==> config.mk <==
export PLATFORM = sky130hd
export DESIGN_NAME = vote_capture_controller_flat
export DESIGN_NICKNAME = d
export VERILOG_FILES = /design/src/rtl/voting_pkg.sv /design/src/rtl/vote_capture_controller_if.sv /design/src/rtl/sat_counter.sv /design/src/rtl/vote_capture_controller.sv /design/src/flat_wrapper.sv
export SDC_FILE = /design/constraint.sdc
export NUM_CORES = 1
export LEC_CHECK = 0
export CELL_PAD_IN_SITES_DETAIL_PLACEMENT = 1
export CELL_PAD_IN_SITES_GLOBAL_PLACEMENT = 2
export CORE_MARGIN = 4
export CORE_UTILIZATION = 35
export CTS_BUF_LIST = sky130_fd_sc_hd__clkbuf_4 sky130_fd_sc_hd__clkbuf_8
export CTS_CLUSTER_SIZE = 20
export DETAILED_ROUTE_END_ITERATION = 10
export PLACE_DENSITY = 0.79
export SETUP_SLACK_MARGIN = 0.1
export SYNTH_ARGS = -nofsm -noshare
export SYNTH_HDL_FRONTEND = slang
export SYNTH_HIERARCHICAL = 1
export SYNTH_SLANG_ARGS = --single-unit
==> constraint.sdc <==
create_clock -name clock -period 2.3 [get_ports clock]
set_clock_uncertainty 0.05 [all_clocks]
set_input_delay 0.46 -clock clock [delete_from_list [all_inputs] [get_ports clock]]
set_output_delay 0.46 -clock clock [all_outputs]
set_load 0.01 [all_outputs]
==> src/rtl/voting_pkg.sv <==
// rtl/voting_pkg.sv - shared types and one-hot helpers for the vote capture front-end
package voting_pkg;

  localparam int NUM_CANDIDATES = 4;
  localparam int IDX_W          = 2;

  typedef logic [NUM_CANDIDATES-1:0] btn_t;

  typedef enum logic [2:0] {
    IDLE,
    DEBOUNCE,
    COMMIT,
    RELEASE,
    LOCKOUT
  } state_e;

  function automatic logic is_onehot(input btn_t v);
    return (v != '0) && ((v & (v - btn_t'(1))) == '0);
  endfunction

  function automatic logic [IDX_W-1:0] onehot_to_idx(input btn_t v);
    logic [IDX_W-1:0] idx;
    idx = '0;
    for (int i = 0; i < NUM_CANDIDATES; i++) begin
      if (v[i]) idx = IDX_W'(i);
    end
    return idx;
  endfunction

endpackage

==> src/rtl/vote_capture_controller_if.sv <==
// rtl/vote_capture_controller_if.sv - button inputs, tallies and strobes of the vote front-end
interface vote_capture_controller_if #(
  parameter int CNT_W = 8
);
  logic             mode;
  logic             clear_counts;
  logic             button0;
  logic             button1;
  logic             button2;
  logic             button3;
  logic [CNT_W-1:0] candidate_vote0;
  logic [CNT_W-1:0] candidate_vote1;
  logic [CNT_W-1:0] candidate_vote2;
  logic [CNT_W-1:0] candidate_vote3;
  logic             valid_vote_casted;
  logic             invalid_vote;
  logic             busy;

  modport master (
    output mode, clear_counts, button0, button1, button2, button3,
    input  candidate_vote0, candidate_vote1, candidate_vote2, candidate_vote3,
    input  valid_vote_casted, invalid_vote, busy
  );

  modport slave (
    input  mode, clear_counts, button0, button1, button2, button3,
    output candidate_vote0, candidate_vote1, candidate_vote2, candidate_vote3,
    output valid_vote_casted, invalid_vote, busy
  );
endinterface

==> src/rtl/sat_counter.sv <==
// rtl/sat_counter.sv - saturating up-counter with synchronous clear taking priority
module sat_counter #(
  parameter int CNT_W = 8
) (
  input  logic             clock,
  input  logic             reset,
  input  logic             inc_i,
  input  logic             clr_i,
  output logic [CNT_W-1:0] count_o
);

  logic [CNT_W-1:0] count_q;

  always_ff @(posedge clock or negedge reset) begin
    if (!reset) begin
      count_q <= '0;
    end else if (clr_i) begin
      count_q <= '0;
    end else if (inc_i && (count_q != '1)) begin
      count_q <= count_q + CNT_W'(1);
    end
  end

  assign count_o = count_q;

endmodule

==> src/rtl/vote_capture_controller.sv <==
// rtl/vote_capture_controller.sv - debounces candidate buttons and commits one vote per clean press
module vote_capture_controller
  import voting_pkg::*;
#(
  parameter int DEBOUNCE_CYCLES = 4,
  parameter int LOCKOUT_CYCLES  = 10,
  parameter int CNT_W           = 8
) (
  input  logic                      clock,
  input  logic                      reset,
  vote_capture_controller_if.slave  bus
);

  localparam int DEB_W  = $clog2(DEBOUNCE_CYCLES + 1);
  localparam int LOCK_W = $clog2(LOCKOUT_CYCLES + 1);
  localparam logic [DEB_W-1:0]  DEB_LAST  = DEB_W'(DEBOUNCE_CYCLES - 1);
  localparam logic [LOCK_W-1:0] LOCK_LAST = LOCK_W'(LOCKOUT_CYCLES - 1);

  state_e            state_q, state_d;
  btn_t              btn_q;
  btn_t              sel_q, sel_d;
  logic [DEB_W-1:0]  deb_cnt_q, deb_cnt_d;
  logic [LOCK_W-1:0] lock_cnt_q, lock_cnt_d;
  logic              valid_q, valid_d;
  logic              invalid_q, invalid_d;
  logic [IDX_W-1:0]  commit_idx;
  logic [CNT_W-1:0]  tally [NUM_CANDIDATES];

  always_ff @(posedge clock or negedge reset) begin
    if (!reset) begin
      state_q    <= IDLE;
      btn_q      <= '0;
      sel_q      <= '0;
      deb_cnt_q  <= '0;
      lock_cnt_q <= '0;
      valid_q    <= 1'b0;
      invalid_q  <= 1'b0;
    end else begin
      state_q    <= state_d;
      btn_q      <= {bus.button3, bus.button2, bus.button1, bus.button0};
      sel_q      <= sel_d;
      deb_cnt_q  <= deb_cnt_d;
      lock_cnt_q <= lock_cnt_d;
      valid_q    <= valid_d;
      invalid_q  <= invalid_d;
    end
  end

  always_comb begin
    state_d    = state_q;
    sel_d      = sel_q;
    deb_cnt_d  = deb_cnt_q;
    lock_cnt_d = lock_cnt_q;
    valid_d    = 1'b0;
    invalid_d  = 1'b0;
    unique case (state_q)
      IDLE: begin
        if (!bus.mode && (btn_q != '0)) begin
          sel_d     = btn_q;
          deb_cnt_d = '0;
          state_d   = DEBOUNCE;
        end
      end
      DEBOUNCE: begin
        // Any change of pattern restarts from IDLE rather than re-arming in place.
        if (bus.mode || (btn_q != sel_q)) begin
          state_d = IDLE;
        end else if (deb_cnt_q == DEB_LAST) begin
          if (is_onehot(sel_q)) begin
            state_d = COMMIT;
          end else begin
            state_d   = RELEASE;
            invalid_d = 1'b1;
          end
        end else begin
          deb_cnt_d = deb_cnt_q + DEB_W'(1);
        end
      end
      COMMIT: begin
        state_d = RELEASE;
        valid_d = 1'b1;
      end
      RELEASE: begin
        if (btn_q == '0) begin
          lock_cnt_d = '0;
          state_d    = LOCKOUT;
        end
      end
      LOCKOUT: begin
        if (lock_cnt_q == LOCK_LAST) begin
          state_d = IDLE;
        end else begin
          lock_cnt_d = lock_cnt_q + LOCK_W'(1);
        end
      end
      default: state_d = IDLE;
    endcase
  end

  assign commit_idx = onehot_to_idx(sel_q);

  // Tallies bump on the same edge that raises valid_vote_casted (leaving COMMIT).
  for (genvar g = 0; g < NUM_CANDIDATES; g++) begin : g_tally
    sat_counter #(
      .CNT_W (CNT_W)
    ) u_cnt (
      .clock   (clock),
      .reset   (reset),
      .inc_i   ((state_q == COMMIT) && (commit_idx == IDX_W'(g))),
      .clr_i   (bus.clear_counts),
      .count_o (tally[g])
    );
  end

  assign bus.candidate_vote0   = tally[0];
  assign bus.candidate_vote1   = tally[1];
  assign bus.candidate_vote2   = tally[2];
  assign bus.candidate_vote3   = tally[3];
  assign bus.valid_vote_casted = valid_q;
  assign bus.invalid_vote      = invalid_q;
  assign bus.busy              = (state_q != IDLE);

endmodule

==> src/flat_wrapper.sv <==
// flat-port wrapper written by rule: the top's interface ports become plain ports
module vote_capture_controller_flat import voting_pkg::*;
#(
  parameter int DEBOUNCE_CYCLES = 4,
  parameter int LOCKOUT_CYCLES  = 10,
  parameter int CNT_W           = 8
)
  (clock, reset, bus_mode, bus_clear_counts, bus_button0, bus_button1, bus_button2, bus_button3, bus_candidate_vote0, bus_candidate_vote1, bus_candidate_vote2, bus_candidate_vote3, bus_valid_vote_casted, bus_invalid_vote, bus_busy);
  vote_capture_controller_if #(.CNT_W(CNT_W)) bus_i ();
  input  logic clock;
  input  logic reset;
  input wire logic [$bits(bus_i.mode)-1:0] bus_mode;
  input wire logic [$bits(bus_i.clear_counts)-1:0] bus_clear_counts;
  input wire logic [$bits(bus_i.button0)-1:0] bus_button0;
  input wire logic [$bits(bus_i.button1)-1:0] bus_button1;
  input wire logic [$bits(bus_i.button2)-1:0] bus_button2;
  input wire logic [$bits(bus_i.button3)-1:0] bus_button3;
  output wire logic [$bits(bus_i.candidate_vote0)-1:0] bus_candidate_vote0;
  output wire logic [$bits(bus_i.candidate_vote1)-1:0] bus_candidate_vote1;
  output wire logic [$bits(bus_i.candidate_vote2)-1:0] bus_candidate_vote2;
  output wire logic [$bits(bus_i.candidate_vote3)-1:0] bus_candidate_vote3;
  output wire logic [$bits(bus_i.valid_vote_casted)-1:0] bus_valid_vote_casted;
  output wire logic [$bits(bus_i.invalid_vote)-1:0] bus_invalid_vote;
  output wire logic [$bits(bus_i.busy)-1:0] bus_busy;
  assign bus_i.mode = bus_mode;
  assign bus_i.clear_counts = bus_clear_counts;
  assign bus_i.button0 = bus_button0;
  assign bus_i.button1 = bus_button1;
  assign bus_i.button2 = bus_button2;
  assign bus_i.button3 = bus_button3;
  assign bus_candidate_vote0 = bus_i.candidate_vote0;
  assign bus_candidate_vote1 = bus_i.candidate_vote1;
  assign bus_candidate_vote2 = bus_i.candidate_vote2;
  assign bus_candidate_vote3 = bus_i.candidate_vote3;
  assign bus_valid_vote_casted = bus_i.valid_vote_casted;
  assign bus_invalid_vote = bus_i.invalid_vote;
  assign bus_busy = bus_i.busy;
  vote_capture_controller #(.DEBOUNCE_CYCLES(DEBOUNCE_CYCLES), .LOCKOUT_CYCLES(LOCKOUT_CYCLES), .CNT_W(CNT_W)) u_core (.clock(clock), .reset(reset), .bus(bus_i));
endmodule
==> metrics.cfg, run 1 <==
[drt]
wl_mm=6.837
vias_per_cell=5.474
drtPass1Iterations=5
dr.first_iter.drc_count=104
ant_nets=0
avgRoutedWirePerCell_um=15.23
vias=2458
route.detailed.drc=0

[final_layout]
nets=359
nFillCells=944
drive_above_1_share_pct=14.53
stdcell_area_um2=3646
utilization_pct=44.60
syn_to_final_growth_pct=23.95
n_antenna_cell=0

[setup_path]
crit_slowest_cell=dfrtp_2
reg2reg_to=u_core/deb_cnt_q[2]
crit_chain=or3_4, or3_1, a2111o_1, o221ai_2
critical_path.endpoint=u_core/deb_cnt_q[2]
critPathRequiredTime_ns=2.48
path_buf_inv=0
critical-path-top-delay-family=simple AND/OR/NAND/NOR gates
crit_path_start_kind=flop
critPathCaptureType=flop
path_depth=4
slowest_delay_ns=0.46
crit_start=u_core/state_q[2]
reg2reg_depth=4
reg2reg_from=u_core/state_q[2]
worst_ep_arrival_time_ns=2.22
critPathMaxFanout=7
r2r_slack_ns=0.26
critical_path_class=flop to flop

[floorplanning]
die_area_um2=9935
die_w_um=99.68
fp-row-count=33
io_pins=43
start_util_pct=35.98
dieHeight_um=99.68
design.core.area_um2=8175

[yosys]
yosysWarnings=6
postSynth.asyncResetShare_pct=100.0
synthCells=299
synth_flop_cell=dfrtp_1
avgSynthCellArea_um2=9.838
synth.yosys.seq_area_share_pct=44.24
synth_area_um2=2942
ys_ff_latch=52
synth_top_area_share_pct=44.24
synth_common_cells=52 x dfrtp_1, 16 x nor3_1, 14 x a21oi_1, 14 x inv_1, 14 x nor2_1
yosysMostFrequentCell=dfrtp_1
synth_edf_count=0
ys_types=46
synth.net_count=315
synthTopCellsByArea=dfrtp_1 44%, mux2_2 4.6%, ha_1 3.4%
yosysTopAreaCell=dfrtp_1

[clock_tree]
clk_pin_slew_ns=0.10
postCtsHoldBufs=0
numCtsBuffers=5
post_cts_buffers=0
clock_tree.htree_level_count=2
cts_root_buffer=clkbuf_8
cts.sinks=52
insertion_delay_ns=0.30
cts_buffer_depth=2
cts_tree=done

[place]
dp_hpwl_mm=4.956
dpl_cell_area_um2=3496
io_buffers=42
routabilityCongestion=0.7745

[power_and_ir_drop]
combPwrFrac_pct=11.9
p_per_area_nw_per_um2=510.1
clkPwrFrac_pct=34.8
seqPwrFrac_pct=53.3
p_sw_w=0.0004832
ir_drop_v=0.0002669
internal-power_w=0.001377
swShare_pct=25.98
leakage_nw=1.484

[sta]
slew_headroom_pct=47.91
max_freq_mhz=490.3
max_slew.worst_pin.slew_ns=0.7796
drv_slew=0
grt_setup_unrepaired=true
final-hold-violation-count=0
period_needed_ns=2.040
fin_crit_sh_pct=88.68
setup_violations=0
fin_tns_setup_ns=0
finalHoldWorstSlack_ns=0.004796

[grt]
grt_usage_pct=14.44
grt_max_degree=45
grt_pass1_wl_mm=11.96
grt_pass1_vias=2491
overflow=0
grt_antenna_before_repair=0

[min_path]
hp-class=primary input to async pin

[job]
drv_cap=0

[run_status]
status=completed

==> state kept, by name (all words and copies together) (netlist names) <==
| register | flops |
|---|---|
| u_core/g_tally.u_cnt/count_o | 32 |
| u_core/bus.valid_vote_casted | 1 |
| u_core/sel_q | 4 |
| u_core/lock_cnt_q | 4 |
| u_core/state_q | 3 |
| u_core/btn_q | 4 |
| u_core/bus.invalid_vote | 1 |
| u_core/deb_cnt_q | 3 |
==> cell usage in the layout, fill, tap and decap left out, types with 3 or more instances in the layout <==
cell type,Yosys,routed
inv_1,14,14
nand2_1,13,12
clkbuf_8,0,5
o21ai_0,9,9
a31oi_1,4,4
mux2i_1,4,4
xor2_1,4,4
nor2b_1,13,13
nor3_1,16,16
nand3_1,13,13
ha_1,8,8
xnor2_1,3,3
dfrtp_1,52,51
nand4_1,5,5
a21boi_1,4,4
nand3_2,4,4
and4_2,4,4
o211ai_1,3,3
nor3b_1,7,7
buf_4,0,8
nand2b_1,13,13
and4_1,4,4
nor4_1,7,6
and3_1,7,7
nor2_1,14,13
a211oi_1,6,6
a21oi_1,14,14
clkdlybuf4s50_1,0,40
mux2_2,12,12
or3_1,5,5
a41oi_1,4,4
==> layout make-up <==
type	instances	area (um2)	area share, %
multi-input combinational	219	1545	42.38
tap	105	131.4	3.603
inverter	14	52.55	1.441
clock buffer	5	68.82	1.887
clock inverter	3	47.55	1.304
sequential	52	1303	35.72
timing repair buffer	51	498.0	13.66
==> power by group through the flow <==
stage | Combinational, W | Sequential, W | Clock (W)
final | 0.000222 | 0.000991 | 0.000647
after detailed placement | 0.000227 | 0.00101 | 0
after CTS | 0.000227 | 0.000989 | 0.000683
after global routing | 0.000253 | 0.00100 | 0.000713
after floorplan | 0.000172 | 0.000981 | 0
after global placement | 0.000223 | 0.00100 | 0
==> layer usage <==
metal	vias to the layer above	global-route usage, %	part of all wire (%)
met5	-	0	0
met4	0	2.836	0.50
met3	2	2.875	2.6
met2	34	24.37	49
met1	1233	19.25	48
li1	1189	-	-
==> through the flow <==
step,setup WS (ns),cells,total power [W]
finish,0.2604,449,0.001860
global route,0.08868,449,0.001965
CTS,0.1079,449,0.001899
detailed placement,0.1329,441,0.001233
global placement,0.1648,441,0.001228
floorplan,0.2459,299,0.001153
==> how the worst min path moves through the flow <==
stage          startpoint                      end  slack, ns  cells after the start
2_1_floorplan       reset          u_core/btn_q[0]       0.11                      0
3_3_place_gp        reset  u_core/bus.invalid_vote       0.36                      1
3_5_place_dp        reset      u_core/deb_cnt_q[2]       0.36                      1
4_1_cts             reset      u_core/deb_cnt_q[2]       0.01                      1
5_1_grt             reset  u_core/bus.invalid_vote       0.03                      1
6_report            reset      u_core/deb_cnt_q[2]      0.005                      1
==> cells by family (layout without fill, tap and decap cells) <==
group | Yosys count | after routing | share of synthesized area, %
XOR/XNOR | 7 | 7 | 2.084
adder cells (fa/ha/maj) | 8 | 8 | 3.403
AND/OR/NAND/NOR | 130 | 130 | 26.16
AO/OA/AOI/OAI | 58 | 58 | 13.91
flip-flops | 52 | 52 | 44.24
buffers and inverters | 28 | 73 | 4.254
multiplexers | 16 | 16 | 5.955
==> what timing repair did <==
| item | 4_1_cts | 5_1_grt |
|---|---|---|
| resized for setup | 1 | 9 |
| setup endpoints to repair | 1 | 9 |
| endpoints found under the hold margin | 0 | 0 |
No activity file was read; power rests on OpenSTA's default activity.
==> inputs of run 2 (changes only) <==
--- a/config.mk
+++ b/config.mk
@@ -7,6 +7,7 @@
 export LEC_CHECK = 0
 export CELL_PAD_IN_SITES_DETAIL_PLACEMENT = 1
 export CELL_PAD_IN_SITES_GLOBAL_PLACEMENT = 2
+export CORE_ASPECT_RATIO = 1.4
 export CORE_MARGIN = 4
 export CORE_UTILIZATION = 35
 export CTS_BUF_LIST = sky130_fd_sc_hd__clkbuf_4 sky130_fd_sc_hd__clkbuf_8
==> run 2 against run 1 <==
Against the previous run: sequential power about the same; flip-flop and latch count is the same; critical endpoint is now bus_busy; global-route usage rose by 0.74 points; sequential share of layout area grew 0.33 points; final cell count stayed put; critical path depth down 2; combinational power increased by 2%; wire length up 2.7%; final area fell by 0.82%; highest routed layer unchanged.
==> metrics.cfg, run 2 (same netlist as run 1, synthesis figures left out) <==
[final_layout]
mostFrequentLayoutCell=dfrtp_1  ; unchanged
drive_above_1_share_pct=14.70  ; was 14.53%
n_antenna_cell=0  ; unchanged
largest_reg_flops=32  ; unchanged
utilization_pct=44.11  ; was 44.60%
nets=362  ; was 359
final_cell_mix=50 x dfrtp_1, 41 x clkdlybuf4s50_1, 16 x nor3_1, 14 x inv_1, 14 x a21oi_1  ; was 51 x dfrtp_1, 40 x clkdlybuf4s50_1, 16 x nor3_1, 14 x inv_1, 14 x a21oi_1
syn_to_final_growth_pct=22.93  ; was 23.95%

[grt]
grt_antenna_before_repair=0  ; unchanged
grt_max_degree=28  ; was 45
grt_pass1_vias=2541  ; was 2491
overflow=0  ; unchanged
grt_usage_pct=15.17  ; was 14.44%
grt_pass1_wl_mm=12.28  ; was 11.96 mm

[sta]
max_freq_mhz=472.2  ; was 490.3 MHz
slew_headroom_pct=65.82  ; was 47.91%
fin_crit_sh_pct=92.08  ; was 88.68%
max_slew.worst_pin.slew_ns=0.5073  ; was 0.7796 ns
grt_setup_unrepaired=false  ; was true
setup_violations=0  ; unchanged
timing.final.ws_setup_ns=0.1822  ; was 0.2604 ns
period_needed_ns=2.118  ; was 2.040 ns
fin_tns_setup_ns=0  ; unchanged
drv_slew=0  ; unchanged
final-hold-violation-count=0  ; unchanged

[drt]
route.detailed.drc=0  ; unchanged
avgRoutedWirePerCell_um=15.64  ; was 15.23 um
wl_mm=7.022  ; was 6.837 mm
dr.first_iter.drc_count=57  ; was 104
vias=2457  ; was 2458
ant_nets=0  ; unchanged
vias_per_cell=5.472  ; was 5.474
drtPass1Iterations=3  ; was 5

[setup_path]
reg2reg_from=u_core/state_q[2]  ; unchanged
critPathRequiredTime_ns=1.79  ; was 2.48 ns
crit_slowest_cell=clkdlybuf4s50_1  ; was dfrtp_2
critPathCaptureType=primary output  ; was flop
worst_ep_arrival_time_ns=1.61  ; was 2.22 ns
r2r_slack_ns=0.25  ; was 0.26 ns
critPathMaxFanout=4  ; was 7
crit_start=u_core/state_q[2]  ; unchanged
slowest_delay_ns=0.48  ; was 0.46 ns
crit_path_start_kind=flop  ; unchanged
critical_path_class=flop to primary output  ; was flop to flop
crit_chain=or3_4, clkdlybuf4s50_1  ; was or3_4, or3_1, a2111o_1, o221ai_2

[clock_tree]
cts_tree=done  ; unchanged
cts_root_buffer=clkbuf_8  ; unchanged
postCtsHoldBufs=0  ; unchanged
numCtsBuffers=5  ; unchanged
insertion_delay_ns=0.31  ; was 0.30 ns
clk_pin_slew_ns=0.09  ; was 0.10 ns
cts.sinks=52  ; unchanged
clock_tree.htree_level_count=2  ; unchanged
cts_buffer_depth=2  ; unchanged

[place]
io_buffers=42  ; unchanged
dp_hpwl_mm=5.232  ; was 4.956 mm
routabilityCongestion=0.7649  ; was 0.7745
post-place-ws_ns=0.1172  ; was 0.1329 ns

[floorplanning]
io_pins=43  ; unchanged
dieHeight_um=116.5  ; was 99.68 um
design.core.area_um2=8198  ; was 8175 um2
fp-row-count=39  ; was 33
die_w_um=85.48  ; was 99.68 um
die_area_um2=9956  ; was 9935 um2
start_util_pct=35.88  ; was 35.98%

[power_and_ir_drop]
p_per_area_nw_per_um2=493.8  ; was 510.1 nW/um2
combPwrFrac_pct=12.7  ; was 11.9%
clkPwrFrac_pct=31.8  ; was 34.8%
leakage_nw=1.475  ; was 1.484 nW
internal-power_w=0.001321  ; was 0.001377 W
ir_drop_v=0.0002480  ; was 0.0002669 V
seqPwrFrac_pct=55.5  ; was 53.3%
swShare_pct=26.00  ; was 25.98%
p_sw_w=0.0004642  ; was 0.0004832 W

[job]
drv_cap=0  ; unchanged

[min_path]
hp-class=primary input to async pin  ; unchanged

[run_status]
status=completed  ; unchanged

## run 2: cell types whose count changed in the layout (fill, tap and decap cells not counted), sizes merged
| cell | change |
|---|---|
| buf | +3 |
| clkbuf | +3 |
| clkinv | -2 |
| bufinv | -1 |
| clkdlybuf4s50 | +1 |
| dlymetal6s2s | -1 |
## run 2: layer usage
metal	global-route usage [%]	vias to the layer above	share of wire (%)
li1	-	1190	-
met1	18.69	1233	44
met2	26.76	28	52
met3	2.893	6	2.1
met4	4.752	0	1.4
met5	0	-	0
## run 2: final timing paths
check	endpoint	depth (start not counted)
min	u_core/lock_cnt_q[3]	2
max reg2reg	u_core/deb_cnt_q[2]	4
max	bus_busy	2
min reg2reg	u_core/lock_cnt_q[1]	2
max in group asynchronous	u_core/state_q[1]	2
min in group clock	u_core/lock_cnt_q[1]	2
## run 2: critical path, delay by kind of cell, from the launching register on
family | cells | cell delay, ns
buf+inv | 1 | 0.48
flops | 1 | 0.44
simple gates | 1 | 0.39
## run 2: per-stage QoR
stage | total power (W) | hold slack, ns | cell area, um2 | instances
after floorplan | 0.001153 | 0.1144 | 2942 | 299
after CTS | 0.001818 | 0.1117 | 3592 | 448
after detailed placement | 0.001239 | 0.4532 | 3495 | 440
after global routing | 0.001897 | 0.1175 | 3616 | 449
after global placement | 0.001230 | 0.4403 | 3495 | 440
final | 0.001786 | 0.1026 | 3616 | 449
## run 2: power by group through the flow
stage | clock (W) | sequential (W) | combinational, W
2_1_floorplan | 0 | 0.000981 | 0.000172
3_3_place_gp | 0 | 0.00101 | 0.000225
3_5_place_dp | 0 | 0.00101 | 0.000230
4_1_cts | 0.000598 | 0.000990 | 0.000230
5_1_grt | 0.000644 | 0.000998 | 0.000255
6_report | 0.000568 | 0.000991 | 0.000226
## run 2: area by class of cell
class	instances	area (um2)
timing repair buffer	54	505.5
multi-input combinational	219	1529
tap	102	127.6
inverter	14	52.55
fill	948	4582
sequential	52	1304
clock buffer	8	97.59
## run 2: what timing repair did
| action | 4_1_cts | 5_1_grt |
|---|---|---|
| setup buffers | 0 | 1 |
| endpoints found under the setup margin | 0 | 8 |
| gates resized for setup | 0 | 7 |
